**src/rtl/n1_pkg.sv**
```systemverilog
// Shared constants and types for the n1 memory subsystem.
package n1_pkg;

  localparam int ARB_PORTS  = 3;
  localparam int PORT_HOST  = 0;
  localparam int PORT_FETCH = 1;
  localparam int PORT_DATA  = 2;

  localparam int ADDR_BITS = 7;
  localparam int DATA_BITS = 16;

  typedef enum logic {
    UNLOCKED = 1'b0,
    LOCKED   = 1'b1
  } arb_state_t;

endpackage

```
**src/rtl/n1_rr_pick2.sv**
```systemverilog
// Two-way round-robin picker between the fetch and data ports.
// The pointer names the preferred requester and flips to the other one after either is taken.
module n1_rr_pick2 (
  input  logic       clk,
  input  logic       rst_n,
  input  logic [1:0] req,
  input  logic [1:0] take,
  output logic [1:0] gnt
);

  logic ptr;  // 0: req[0] preferred, 1: req[1] preferred

  always_comb begin
    gnt = 2'b00;
    if (req[0] && (!ptr || !req[1])) gnt = 2'b01;
    else if (req[1])                 gnt = 2'b10;
  end

  always_ff @(posedge clk) begin
    if (!rst_n)       ptr <= 1'b0;
    else if (take[0]) ptr <= 1'b1;
    else if (take[1]) ptr <= 1'b0;
  end

endmodule

```
**src/rtl/n1_mem_arbiter.sv**
```systemverilog
// Single-port RAM arbiter for host loader, instruction fetch and data ports, with lock and timeout.
// N1_ARB_RR_EN selects round-robin between fetch and data; otherwise data has fixed priority.
module n1_mem_arbiter #(
  parameter int ADDR_BITS = 7,
  parameter int DATA_BITS = 16,
  parameter int LOCK_MAX  = 8
) (
  input  logic                 clk,
  input  logic                 rst_n,
  input  logic                 p0_valid,
  output logic                 p0_ready,
  input  logic                 p0_we,
  input  logic                 p0_lock,
  input  logic [ADDR_BITS-1:0] p0_addr,
  input  logic [DATA_BITS-1:0] p0_wdata,
  output logic                 p0_rsp_valid,
  input  logic                 p1_valid,
  output logic                 p1_ready,
  input  logic                 p1_we,
  input  logic                 p1_lock,
  input  logic [ADDR_BITS-1:0] p1_addr,
  input  logic [DATA_BITS-1:0] p1_wdata,
  output logic                 p1_rsp_valid,
  input  logic                 p2_valid,
  output logic                 p2_ready,
  input  logic                 p2_we,
  input  logic                 p2_lock,
  input  logic [ADDR_BITS-1:0] p2_addr,
  input  logic [DATA_BITS-1:0] p2_wdata,
  output logic                 p2_rsp_valid,
  output logic [DATA_BITS-1:0] rsp_rdata,
  output logic                 ram_en,
  output logic                 ram_we,
  output logic [ADDR_BITS-1:0] ram_addr,
  output logic [DATA_BITS-1:0] ram_wdata,
  input  logic [DATA_BITS-1:0] ram_rdata
);
  import n1_pkg::*;

  localparam int CNT_BITS = $clog2(LOCK_MAX + 1);
  localparam logic [CNT_BITS-1:0] CNT_LAST = CNT_BITS'(LOCK_MAX - 1);

  logic [ARB_PORTS-1:0] valid, we, lock, gnt, rsp_q;
  logic [ADDR_BITS-1:0] addr  [ARB_PORTS];
  logic [DATA_BITS-1:0] wdata [ARB_PORTS];
  logic [1:0]           pick, sel;
  logic [1:0]           owner, owner_nxt;
  logic [CNT_BITS-1:0]  cnt, cnt_nxt;
  arb_state_t           state, state_nxt;

  assign valid = {p2_valid, p1_valid, p0_valid};
  assign we    = {p2_we, p1_we, p0_we};
  assign lock  = {p2_lock, p1_lock, p0_lock};
  assign addr[PORT_HOST]   = p0_addr;
  assign addr[PORT_FETCH]  = p1_addr;
  assign addr[PORT_DATA]   = p2_addr;
  assign wdata[PORT_HOST]  = p0_wdata;
  assign wdata[PORT_FETCH] = p1_wdata;
  assign wdata[PORT_DATA]  = p2_wdata;

`ifdef N1_ARB_RR_EN
  n1_rr_pick2 u_rr (
    .clk  (clk),
    .rst_n(rst_n),
    .req  ({p2_valid, p1_valid}),
    .take (gnt[PORT_DATA:PORT_FETCH]),
    .gnt  (pick)
  );
`else
  assign pick = p2_valid ? 2'b10 : {1'b0, p1_valid};
`endif

  // A held lock shuts out everyone but the owner, including the host port.
  always_comb begin
    gnt = '0;
    if (rst_n) begin
      if (state == LOCKED)           gnt[owner] = valid[owner];
      else if (valid[PORT_HOST])     gnt[PORT_HOST] = 1'b1;
      else                           gnt[PORT_DATA:PORT_FETCH] = pick;
    end
  end

  always_comb begin
    sel = 2'(PORT_HOST);
    if (gnt[PORT_FETCH]) sel = 2'(PORT_FETCH);
    if (gnt[PORT_DATA])  sel = 2'(PORT_DATA);
  end

  // Lock FSM: state | meaning
  //   UNLOCKED | normal priority arbitration
  //   LOCKED   | only `owner` may be granted; cnt counts idle cycles toward LOCK_MAX
  always_comb begin
    state_nxt = state;
    owner_nxt = owner;
    cnt_nxt   = cnt;
    case (state)
      UNLOCKED: begin
        if (|(gnt & lock)) begin
          state_nxt = LOCKED;
          owner_nxt = sel;
          cnt_nxt   = '0;
        end
      end
      LOCKED: begin
        if (gnt[owner]) begin
          cnt_nxt = '0;
          if (!lock[owner]) state_nxt = UNLOCKED;
        end else if (cnt == CNT_LAST) begin
          state_nxt = UNLOCKED;
          cnt_nxt   = '0;
        end else begin
          cnt_nxt = cnt + 1'b1;
        end
      end
      default: state_nxt = UNLOCKED;
    endcase
  end

  always_ff @(posedge clk) begin
    if (!rst_n) begin
      state <= UNLOCKED;
      owner <= '0;
      cnt   <= '0;
      rsp_q <= '0;
    end else begin
      state <= state_nxt;
      owner <= owner_nxt;
      cnt   <= cnt_nxt;
      rsp_q <= gnt & ~we;
    end
  end

  always_comb begin
    ram_addr  = '0;
    ram_wdata = '0;
    for (int i = 0; i < ARB_PORTS; i++) begin
      if (gnt[i]) begin
        ram_addr  = addr[i];
        ram_wdata = wdata[i];
      end
    end
  end

  assign ram_en = |gnt;
  assign ram_we = |(gnt & we);

  assign p0_ready = gnt[PORT_HOST];
  assign p1_ready = gnt[PORT_FETCH];
  assign p2_ready = gnt[PORT_DATA];

  // Gated by rst_n so a read in flight when reset asserts never shows a response.
  assign p0_rsp_valid = rsp_q[PORT_HOST] & rst_n;
  assign p1_rsp_valid = rsp_q[PORT_FETCH] & rst_n;
  assign p2_rsp_valid = rsp_q[PORT_DATA] & rst_n;
  assign rsp_rdata    = ram_rdata;

endmodule

```
**config.mk**
```make
export PLATFORM = sky130hd
export DESIGN_NAME = n1_mem_arbiter
export DESIGN_NICKNAME = d
export VERILOG_FILES = /design/src/rtl/n1_pkg.sv /design/src/rtl/n1_rr_pick2.sv /design/src/rtl/n1_mem_arbiter.sv
export SDC_FILE = /design/constraint.sdc
export NUM_CORES = 1
export LEC_CHECK = 0
export BUFFER_PORTS_ARGS = -buffer_cell sky130_fd_sc_hd__buf_2
export CORE_AREA = 2 2 66 68
export CTS_BUF_LIST = sky130_fd_sc_hd__clkbuf_16
export DETAILED_ROUTE_END_ITERATION = 12
export DIE_AREA = 0 0 68 70
export HOLD_SLACK_MARGIN = 0.05
export PLACE_DENSITY = 0.75
export SLEW_MARGIN = 10
export SYNTH_ARGS = -nofsm -noshare
export SYNTH_HDL_FRONTEND = slang
export SYNTH_SLANG_ARGS = --single-unit
```
**constraint.sdc**
```tcl
create_clock -name clk -period 1.45 [get_ports clk]
set_clock_uncertainty 0.1 [all_clocks]
set_input_delay 0.0725 -clock clk [delete_from_list [all_inputs] [get_ports clk]]
set_output_delay 0.0725 -clock clk [all_outputs]
set_load 0.05 [all_outputs]
```
==> results of run 1 <==
## cell families (layout without fill, tap and decap cells)
| kind of cell | after synthesis | in the layout | synth area share |
|---|---|---|---|
| simple gates | 33 | 33 | 0.154 |
| buf+inv | 58 | 186 | 0.278 |
| fa+ha+maj | 1 | 1 | 0.0109 |
| flops | 10 | 10 | 0.174 |
| compound gates | 43 | 43 | 0.355 |
| mux | 3 | 3 | 0.0283 |
## synth_stat cells (2+ instances only)
cell / n
nor2_1: 3
mux2_2: 2
nand3_1: 6
a21oi_1: 2
nand2b_1: 3
a31oi_1: 2
nor2b_1: 2
dfxtp_1: 10
a222oi_1: 24
buf_2: 6
o211ai_1: 2
and2b_1: 2
buf_6: 4
inv_1: 30
o21ai_0: 3
and2_1: 3
buf_4: 17
nand2_1: 8
## layer usage
metal	vias up	share of wire	track usage
li1	790	-	-
met1	803	0.38	0.238
met2	107	0.52	0.351
met3	12	0.082	0.0386
met4	0	0.022	0.0511
met5	-	0	0
## where the power goes
part / switching, mW / internal, mW / total, mW / leakage, nW
Sequential: 0.00864 / 0.288 / 0.297 / 0.0828
Clock: 0.120 / 0.357 / 0.477 / 0.0370
Combinational: 0.533 / 0.377 / 0.910 / 1.07
## worst max-delay path, delay by kind of cell (launching register included)
family                 cells  cell delay [ns]
AOI/OAI and AO/OA          2             0.69
and+or+nand+nor            1             0.21
buffers and inverters      3             0.40
DFF                        1             0.35
## cell type report
cell class	count	area [um^2]	area share
Sequential cell	10	206	0.0889
Clock buffer	3	75.1	0.0323
Timing Repair Buffer	153	1180	0.509
Multi-Input combinational cell	80	682	0.294
Inverter	30	113	0.0485
Tap cell	52	65.1	0.0280
## how the worst min path moves through the flow
| stage | startpoint | end | slack (ns) | cells after the start |
|---|---|---|---|---|
| after floorplan | p0_we | rsp_q[0] | 0.04 | 1 |
| after global placement | ram_rdata[1] | rsp_rdata[1] | 0.05 | 0 |
| after detailed placement | ram_rdata[1] | rsp_rdata[1] | 0.05 | 0 |
| after CTS | p1_valid | cnt[0] | 0.18 | 4 |
| after global routing | p0_lock | cnt[1] | 0.22 | 4 |
| final | p1_valid | cnt[2] | 0.18 | 4 |
## flip-flops by register name, summed over array words and instances (netlist names)
name and count:
rsp_q 3, cnt 4, owner 2, state 1
## through the flow
step / cell area, um^2 / cells / worst slack [ns] / power [mW] / setup TNS, ns
after detailed placement: 1710 / 295 / -0.390 / 0.934 / -7.99
after global placement: 1710 / 295 / -0.338 / 0.926 / -6.94
after CTS: 2260 / 322 / -0.578 / 1.67 / -13.86
after floorplan: 1170 / 148 / -0.290 / 0.834 / -5.95
final: 2320 / 328 / -0.618 / 1.68 / -15.11
after global routing: 2320 / 328 / -0.685 / 1.75 / -17.55
## what timing repair did
item | 4_1_cts | 5_1_grt
endpoints found under the hold margin | 19 | 0
setup endpoints to repair | 35 | 37
gates resized for setup | 66 | 12
setup buffers | 4 | 7
hold buffers | 19 | 0
gates cloned | 1 | 0
pin swaps | 7 | 14
==> results.md, run 1 <==
- Antenna violations before repair: 0
- Min Tclk post-route: 2.07 ns
- WL/cell: approximately 14 um
- Clk Latency, worst-skew pair: 0.24 ns
- Die Y: around 70 um
- Die area: between 0.004 and 0.005 mm^2
- HPWL Detailed: 3160 um
- Number of setup violations in the final report: 35
- Unrepaired setup endpoints after global routing: yes
- Rows: 24
- Crit path top cell by count: buf_12
- FF+latch count, synth: 10
- Register area share after synthesis: 0.174
- # diodes: 0
- Post-synth EDFFs: 0
- Fin. max-slew vios: 0
- Max stage delay on crit path: 0.42 ns
- Netlist Area Pre-Place: between 0.001 and 0.0015 mm^2
- PortBufs: 110
- Final Hold Fails: 0
- GPL Wtd Cong: ~0.90
- GR Util All Layers: 0.198
- Crit path capture: ram_wdata[5]
- Max VDD drop: 0.330 mV
- Num ports: around 140
- Drc violations: 0
- Filler cells: between 300 and 400
- Commonest non-fill, non-tap cells in the layout: buf_2, buf_6, a222oi_1, inv_2, dlygate4sd3_1
- CTS root buf: clkbuf_16
- Grt total ovfl: 0
- Post-Synthesis Cells: between 100 and 150
- Crit Path Category: flop to output pin
- TritonCTS buffer count: 3
- Most common cell after layout, fill and taps aside: buf_2
- Critical path cell sequence: and3b_2 -> o211a_4 -> buf_12 -> a222oi_1 -> inv_2 -> buf_12
- Synth Net Count: 245
- Status: complete, but fails checks
- Yosys warns: 0
- CTS tree: done
- First-pass GRT wire length: ~7500 um
- Max Clk Rate: about 0.48 GHz
- PnR worst setup slack: -0.618 ns
- Biggest area consumer among synthesized cells: a222oi_1
- CP arrival: approximately 1.9 ns
- Largest net degree at the start of global routing: 25
- Post-synth cell types: 37
- Via count: roughly 1,700
- Dominant synthesized flop cell: dfxtp_1
- Worst Setup SP: state
- Crit start category: flop
- Post-layout util: 0.560
- Sinks on Clock Net: 10
- Nets@finish: 375
- Vias in the first global route: approximately 1,700
- Share of cells above drive strength 1: 0.645
- Critical Path RT: roughly 1.3 ns
- Worst Max-Slew Pin Slew: about 0.53 ns
- Async SR Flop Fraction: 0
- Core Region: 0.00414 mm^2
- R2R depth: 8
- Syn avg cell area: approximately 7.8 um^2
- Top cell type's share of synthesized area: 0.209
- Failing checks: setup timing
- CP Capture Type: output pin
- Synthesis-to-layout area growth: 102%
- R2r endpoint: cnt[1]
- Via density: about 5.2
- WHS: roughly 0.18 ns
- Die Width: between 60 and 70 um
- Max cap viols: 0
- Final Cycle Share: 1.43
- 1st-pass router iterations: 5
- Power per cell area: ~730 mW/mm^2
- Clock Path Buffers: 2
- Starting DRT DRC Count: around 220
- Reg clk slew, reported paths: roughly 0.04 ns
- HP Class: input pin to flop
- Initial core utilization: 0.277
- Maximum fanout along the worst path: 14
- Max-slew headroom: 0.642
- RR Startpoint: owner[1]
- Synth top area cells: a222oi_1, dfxtp_1, buf_4
- CP max-delay cell: a222oi_1
- Reg2reg setup slack: -0.40 ns
- CTS H-tree depth: 1
- P_leak: between 1 and 1.5 nW
- ANT nets after route: 0
- Final WL: ~4700 um
No activity file was read; power rests on OpenSTA's default activity.
==> run 2, diff against run 1 <==
BUFFER_PORTS_ARGS = unset   (was -buffer_cell sky130_fd_sc_hd__buf_2)
CORE_AREA = 4 4 63 65   (was 2 2 66 68)
DIE_AREA = 0 0 67 69   (was 0 0 68 70)
DONT_BUFFER_PORTS = 1   (was unset)
PLACE_DENSITY = unset   (was 0.75)
==> run 2 against run 1 <==
  * The flow still finishes with violations (setup timing)
  * Largest power group unchanged
  * Register-to-register slack improved by 0.05 ns
  * Count of clock-buffer cells in the layout unchanged
  * Sequential share of layout area is 3.2 points higher
  * Final area fell by 28%
  * Hold slack lost 0.12 ns
  * Flip-flop and latch count unchanged
  * First-iteration DRC count decreased by 23%
  * Wire length shrank 0.64%
  * Clock power up 3%
  * Setup slack improved by 0.11 ns
  * Fmax grew 5.6%
==> results.md, run 2 (synthesis gave the netlist of run 1 again) <==
- Status: complete, but fails checks (unchanged)
- Failing checks: setup timing (unchanged)
- CTS tree: done (unchanged)
- Grt total ovfl: 0 (unchanged)
- Placed Area: 0.00126 mm^2 (was 0.00171 mm^2)
- Antenna violations before repair: 0 (unchanged)
- Final WL: 4670 um (was 4700 um)
- Internal power: 0.874 mW (was 1.02 mW)
- Non-filler cells, final: 215 (was 328)
- Fin. max-slew vios: 0 (unchanged)
- CP arrival: 1.79 ns (was 1.90 ns)
- Reg clk slew, reported paths: 0.04 ns (about the same)
- Post-layout util: 0.504 (was 0.560)
- Overall Power: 1.49 mW (was 1.68 mW)
- CP Capture Type: output pin (unchanged)
- P_leak: 0.727 nW (was 1.19 nW)
- PortBufs: 0 (was 110)
- Crit start category: flop (unchanged)
- ANT nets after route: 0 (unchanged)
- Vias in the first global route: 1,328 (was 1,674)
- First-pass GRT wire length: 6790 um (was 7520 um)
- Clk Latency, worst-skew pair: 0.24 ns (about the same)
- Sequential power share: 0.200 (was 0.176)
- Synthesis-to-layout area growth: 46.4% (was 102%)
- HPWL Detailed: 3180 um (was 3160 um)
- # diodes: 0 (unchanged)
- Max cap viols: 0 (unchanged)
- Starting DRT DRC Count: 172 (was 222)
- Placed Cells: 186 (was 295)
- Number of flip-flops in the largest register: 4 (unchanged)
- TritonCTS buffer count: 3 (unchanged)
- Maximum fanout along the worst path: 14 (unchanged)
- Reg2reg setup slack: -0.35 ns (was -0.40 ns)
- Min Tclk post-route: 1.96 ns (was 2.07 ns)
- WL/cell: 21.7 um (was 14.3 um)
- GR Util All Layers: 0.187 (was 0.198)
- Unrepaired setup endpoints after global routing: yes (unchanged)
- Largest net degree at the start of global routing: 28 (was 25)
- Max VDD drop: 0.401 mV (was 0.330 mV)
- Design area: 0.00168 mm^2 (was 0.00232 mm^2)
- RR Startpoint: owner[1] (unchanged)
- Commonest non-fill, non-tap cells in the layout: a222oi_1, inv_2, dlygate4sd3_1 (was buf_2, buf_6, a222oi_1, inv_2, dlygate4sd3_1)
- GPL Wtd Cong: 0.909 (was 0.896)
- Crit Path Category: flop to output pin (unchanged)
- Final Cycle Share: 1.35 (was 1.43)
- Biggest regs: cnt (4), rsp_q (3), owner (2) (unchanged)
- Filler cells: 324 (was 370)
- Worst Setup SP: state (unchanged)
- Die Width: 67 um (was 68 um)
- CTS H-tree depth: 1 (unchanged)
- P_sw: 0.611 mW (was 0.662 mW)
- Share of cells above drive strength 1: 0.385 (was 0.645)
- CTS root buf: clkbuf_16 (unchanged)
- 1st-pass router iterations: 5 (unchanged)
- PnR worst setup slack: -0.509 ns (was -0.618 ns)
- Critical Path RT: 1.28 ns (about the same)
- Via density: 6.06 (was 5.22)
- Die Y: 69 um (was 70 um)
- Clock Path Buffers: 2 (unchanged)
- Pre-CTS WS: -0.278 ns (was -0.390 ns)
- Power per cell area: 883 mW/mm^2 (was 725 mW/mm^2)
- Switching Fraction: 0.412 (was 0.393)
- Rows: 21 (was 24)
- HP Class: input pin to flop (unchanged)
- Number of setup violations in the final report: 34 (was 35)
- Final Hold Fails: 0 (unchanged)
- Drc violations: 0 (unchanged)
- Worst Min Path Start: p0_valid (was p1_valid)
- Worst Max-Slew Pin Slew: 0.540 ns (was 0.535 ns)
- Die area: 0.00462 mm^2 (was 0.00476 mm^2)
- Nets@finish: 268 (was 375)
- Initial core utilization: 0.344 (was 0.277)
- Max-slew headroom: 0.639 (was 0.642)
- Max Clk Rate: 0.510 GHz (was 0.483 GHz)
- Via count: 1,303 (was 1,712)
- Core Region: 0.00334 mm^2 (was 0.00414 mm^2)
- Clock power frac: 0.331 (was 0.283)
- Num ports: 143 (unchanged)
- Sinks on Clock Net: 10 (unchanged)
- Comb pwr share: 0.468 (was 0.541)
- Largest reg by FF count: cnt (unchanged)
- Setup TNS: -14.19 ns (was -15.11 ns)
- WHS: 0.0612 ns (was 0.181 ns)
-- run 2: changes by cell type in the layout (fill, tap and decap cells not counted), moves of 2 or more --
cell | previous run | this run
buf_2 | 82 | 0
buf_12 | 5 | 9
buf_4 | 17 | 8
buf_6 | 26 | 5
buf_8 | 4 | 2
dlygate4sd3_1 | 19 | 21
-- run 2: area by class of cell --
type                       instances  area [um^2]  area share
multi-input combinational         80          671       0.399
timing repair buffer              46          562       0.334
sequential                        10          204       0.121
inverter                          30          113      0.0670
clock buffer                       3         75.1      0.0446
tap                               46         57.6      0.0342
-- run 2: path summary, 6_finish.rpt --
kind / endpoint / depth (start not counted)
worst max-delay path: ram_wdata[14] / 6
worst min-delay path: cnt[1] / 3
worst max register to register: cnt[1] / 8
worst min register to register: owner[1] / 2
-- run 2: power by group through the flow --
stage	combinational, mW	clock [mW]	sequential [mW]
finish	0.695	0.492	0.298
global route	0.723	0.517	0.299
CTS	0.673	0.502	0.297
detailed placement	0.522	0	0.301
global placement	0.516	0	0.299
floorplan	0.538	0	0.296
-- run 2: critical path: stages (launching register included) --
cell      delay (ns)
dfxtp_2         0.34
and3b_1         0.19
o211a_4         0.26
buf_12          0.15
a222oi_1        0.36
inv_2           0.08
buf_12          0.16
-- run 2: timing repair --
action	CTS	global route
buffers inserted	0	4
endpoints found under the setup margin	35	35
hold endpoints to repair	25	0
pin swaps	13	17
gates cloned	0	1
hold buffers	21	0
gates resized for setup	11	9
-- run 2: metal layers --
layer  up-vias  track usage  wire length, um
met2        92        0.335             2580
met4         0       0.0878              113
met1       624        0.196             1520
met3         9       0.0455              450
li1        578            -                -
met5         -            0                0
==> run 3, diff against run 2 <==
==> constraint.sdc (replaced) <==
create_clock -name clk -period 2.3 [get_ports clk]
set_clock_uncertainty 0.1 [all_clocks]
set_input_delay 0.46 -clock clk [delete_from_list [all_inputs] [get_ports clk]]
set_output_delay 0.46 -clock clk [all_outputs]
set_load 0.05 [all_outputs]
==> run 3 against run 2 <==
  * Sequential power shrank 37%
  * Register-to-register slack improved by 0.99 ns
  * The run still ends with setup timing left
  * Power is 39% lower
  * Via count down 2.1%
  * Final cell count fell by 7.0%
  * Combinational power down 39%
  * Count of clock-buffer cells in the layout is the same
  * Sequential share of layout area grew 0.22 points
  * Utilization shrank 0.30 points
==> results.md, run 3 (synthesis gave the netlist of run 1 again) <==
- Failing checks: setup timing (unchanged)
- Routed length on met2: 2350 um (was 2580 um)
- Sinks on Clock Net: 10 (unchanged)
- P_leak: 0.748 nW (was 0.727 nW)
- Max cap viols: 0 (unchanged)
- HPWL Detailed: 3460 um (was 3180 um)
- Number of flip-flops in the largest register: 4 (unchanged)
- Rows: 21 (unchanged)
- CTS tree: done (unchanged)
- Largest reg by FF count: cnt (unchanged)
- Die area: 0.00462 mm^2 (unchanged)
- Setup TNS: -0.862 ns (was -14.19 ns)
- Non-filler cells, final: 200 (was 215)
- Met3 WL post-DR: 577 um (was 450 um)
- Design area: 0.00167 mm^2 (was 0.00168 mm^2)
- Die Width: 67 um (unchanged)
- Fin. max-slew vios: 0 (unchanged)
- Unrepaired setup endpoints after global routing: yes (unchanged)
- Maximum fanout along the worst path: 7 (was 14)
- Final Hold Fails: 0 (unchanged)
- CP max-delay cell: a222oi_1 (unchanged)
- Clk Latency, worst-skew pair: 0.23 ns (was 0.24 ns)
- Max-slew headroom: 0.667 (was 0.639)
- Num ports: 143 (unchanged)
- Share of cells above drive strength 1: 0.344 (was 0.385)
- R2R depth: 5 (was 8)
- Core Region: 0.00334 mm^2 (unchanged)
- PnR worst setup slack: -0.0777 ns (was -0.509 ns)
- Via density: 6.38 (was 6.06)
- GPL Wtd Cong: 0.769 (was 0.909)
- Power per cell area: 545 mW/mm^2 (was 883 mW/mm^2)
- Most common cell after layout, fill and taps aside: a222oi_1
- RR Startpoint: owner[1] (unchanged)
- Status: complete, but fails checks (unchanged)
- Largest net degree at the start of global routing: 28 (unchanged)
- Max Clk Rate: between 0.4 and 0.5 GHz
- Number of hold buffers added after cts: 0 (was 21)
- Met1 WL: 1590 um (was 1520 um)
- Synthesis-to-layout area growth: 45.5% (was 46.4%)
- CTS H-tree depth: 1 (unchanged)
- Vias in the first global route: 1,250 (was 1,328)
- WL/cell: 22.6 um (was 21.7 um)
- Biggest regs: cnt (4), rsp_q (3), owner (2) (unchanged)
- Hold EP: rsp_q[0] (was cnt[1])
- Placed Cells: 192 (was 186)
- ANT nets after route: 0 (unchanged)
- Critical Path RT: 1.74 ns (was 1.28 ns)
- 1st-pass router iterations: 9 (was 5)
- PortBufs: 0 (unchanged)
- Drc violations: 0 (unchanged)
- Max VDD drop: 0.214 mV (was 0.401 mV)
- TritonCTS buffer count: 3 (unchanged)
- Reg2reg setup slack: 0.64 ns (was -0.35 ns)
- Hold Crit Depth: 1 (was 3)
- CTS root buf: clkbuf_16 (unchanged)
- Starting DRT DRC Count: 231 (was 172)
- Post-layout util: 0.501 (was 0.504)
- Commonest non-fill, non-tap cells in the layout: a222oi_1, buf_12, inv_1 (was a222oi_1, inv_2, dlygate4sd3_1)
- Pre-CTS WS: 0.0591 ns (was -0.278 ns)
- Nets@finish: 253 (was 268)
- Grt total ovfl: 0 (unchanged)
- Overall Power: 0.912 mW (was 1.49 mW)
- Via count: 1,275 (was 1,303)
- Number of setup violations in the final report: 21 (was 34)
- R2r endpoint: cnt[2] (was cnt[1])
- Top sig layer: met4 (unchanged)
- Clock Path Buffers: 2 (unchanged)
- Reg clk slew, reported paths: 0.04 ns (about the same)
- WHS: 0.194 ns (was 0.0612 ns)
- Crit start category: flop (unchanged)
- HP Class: input pin to flop (unchanged)
- Worst Max-Slew Pin Slew: 0.502 ns (was 0.540 ns)
- Initial core utilization: 0.344 (unchanged)
- Placed Area: 0.00148 mm^2 (was 0.00126 mm^2)
- GR Util All Layers: 0.181 (was 0.187)
- Min Tclk post-route: around 2.4 ns
- Final WL: 4530 um (was 4670 um)
- Final Cycle Share: 1.03
- CP arrival: 1.82 ns (was 1.79 ns)
- Die Y: 69 um (unchanged)
- Crit Path Category: flop to output pin (unchanged)
- CP Capture Type: output pin (unchanged)
- Antenna violations before repair: 0 (unchanged)
- Worst Min Path Start: p0_we (was p0_valid)
- Critical path cell sequence: and3b_1 -> o211a_4 -> clkbuf_16 -> a222oi_1 -> inv_2 (was and3b_1 -> o211a_4 -> buf_12 -> a222oi_1 -> inv_2 -> buf_12)
- # diodes: 0 (unchanged)
- Max stage delay on crit path: 0.39 ns (was 0.36 ns)
- First-pass GRT wire length: 6560 um (was 6790 um)
-- run 3: how the worst max path moves through the flow --
stage / from / end / slack [ns] / cells past startpoint
2_1_floorplan: p0_valid / ram_we / 0.007 / 7
3_3_place_gp: state / ram_wdata[4] / 0.13 / 6
3_5_place_dp: state / ram_wdata[4] / 0.06 / 6
4_1_cts: state / ram_wdata[4] / -0.09 / 6
5_1_grt: owner[0] / ram_wdata[4] / -0.15 / 6
6_report: state / ram_addr[1] / -0.08 / 5
-- run 3: report_power, final --
group          internal, mW  switching, mW  total [mW]
Combinational         0.184          0.243       0.427
Clock                 0.225         0.0720       0.297
Sequential            0.182        0.00668       0.188
-- run 3: timing repair --
action / CTS / global route
buffers inserted: 0 / 2
cloned: 0 / 3
resized for setup: 3 / 5
setup endpoints to repair: 25 / 25
pin swaps: 9 / 3
-- run 3: cell type report --
type	count	area (um^2)
Sequential cell	10	206
Clock buffer	3	75.1
Fill cell	311	1670
Multi-Input combinational cell	80	647
Timing Repair Buffer	31	573
Tap cell	46	57.6
Inverter	30	113
-- run 3: worst max-delay path, delay by kind of cell, from the launching register on --
family / cells / cell delay, ns
simple gates: 1 / 0.18
buf+inv: 2 / 0.38
compound gates: 2 / 0.66
flops: 1 / 0.35
-- run 3: per-layer routing --
layer / global-route usage / vias to the layer above
met1: 0.217 / 607
met5: 0 / -
met4: 0.0270 / 0
li1: - / 550
met3: 0.0795 / 2
met2: 0.299 / 116
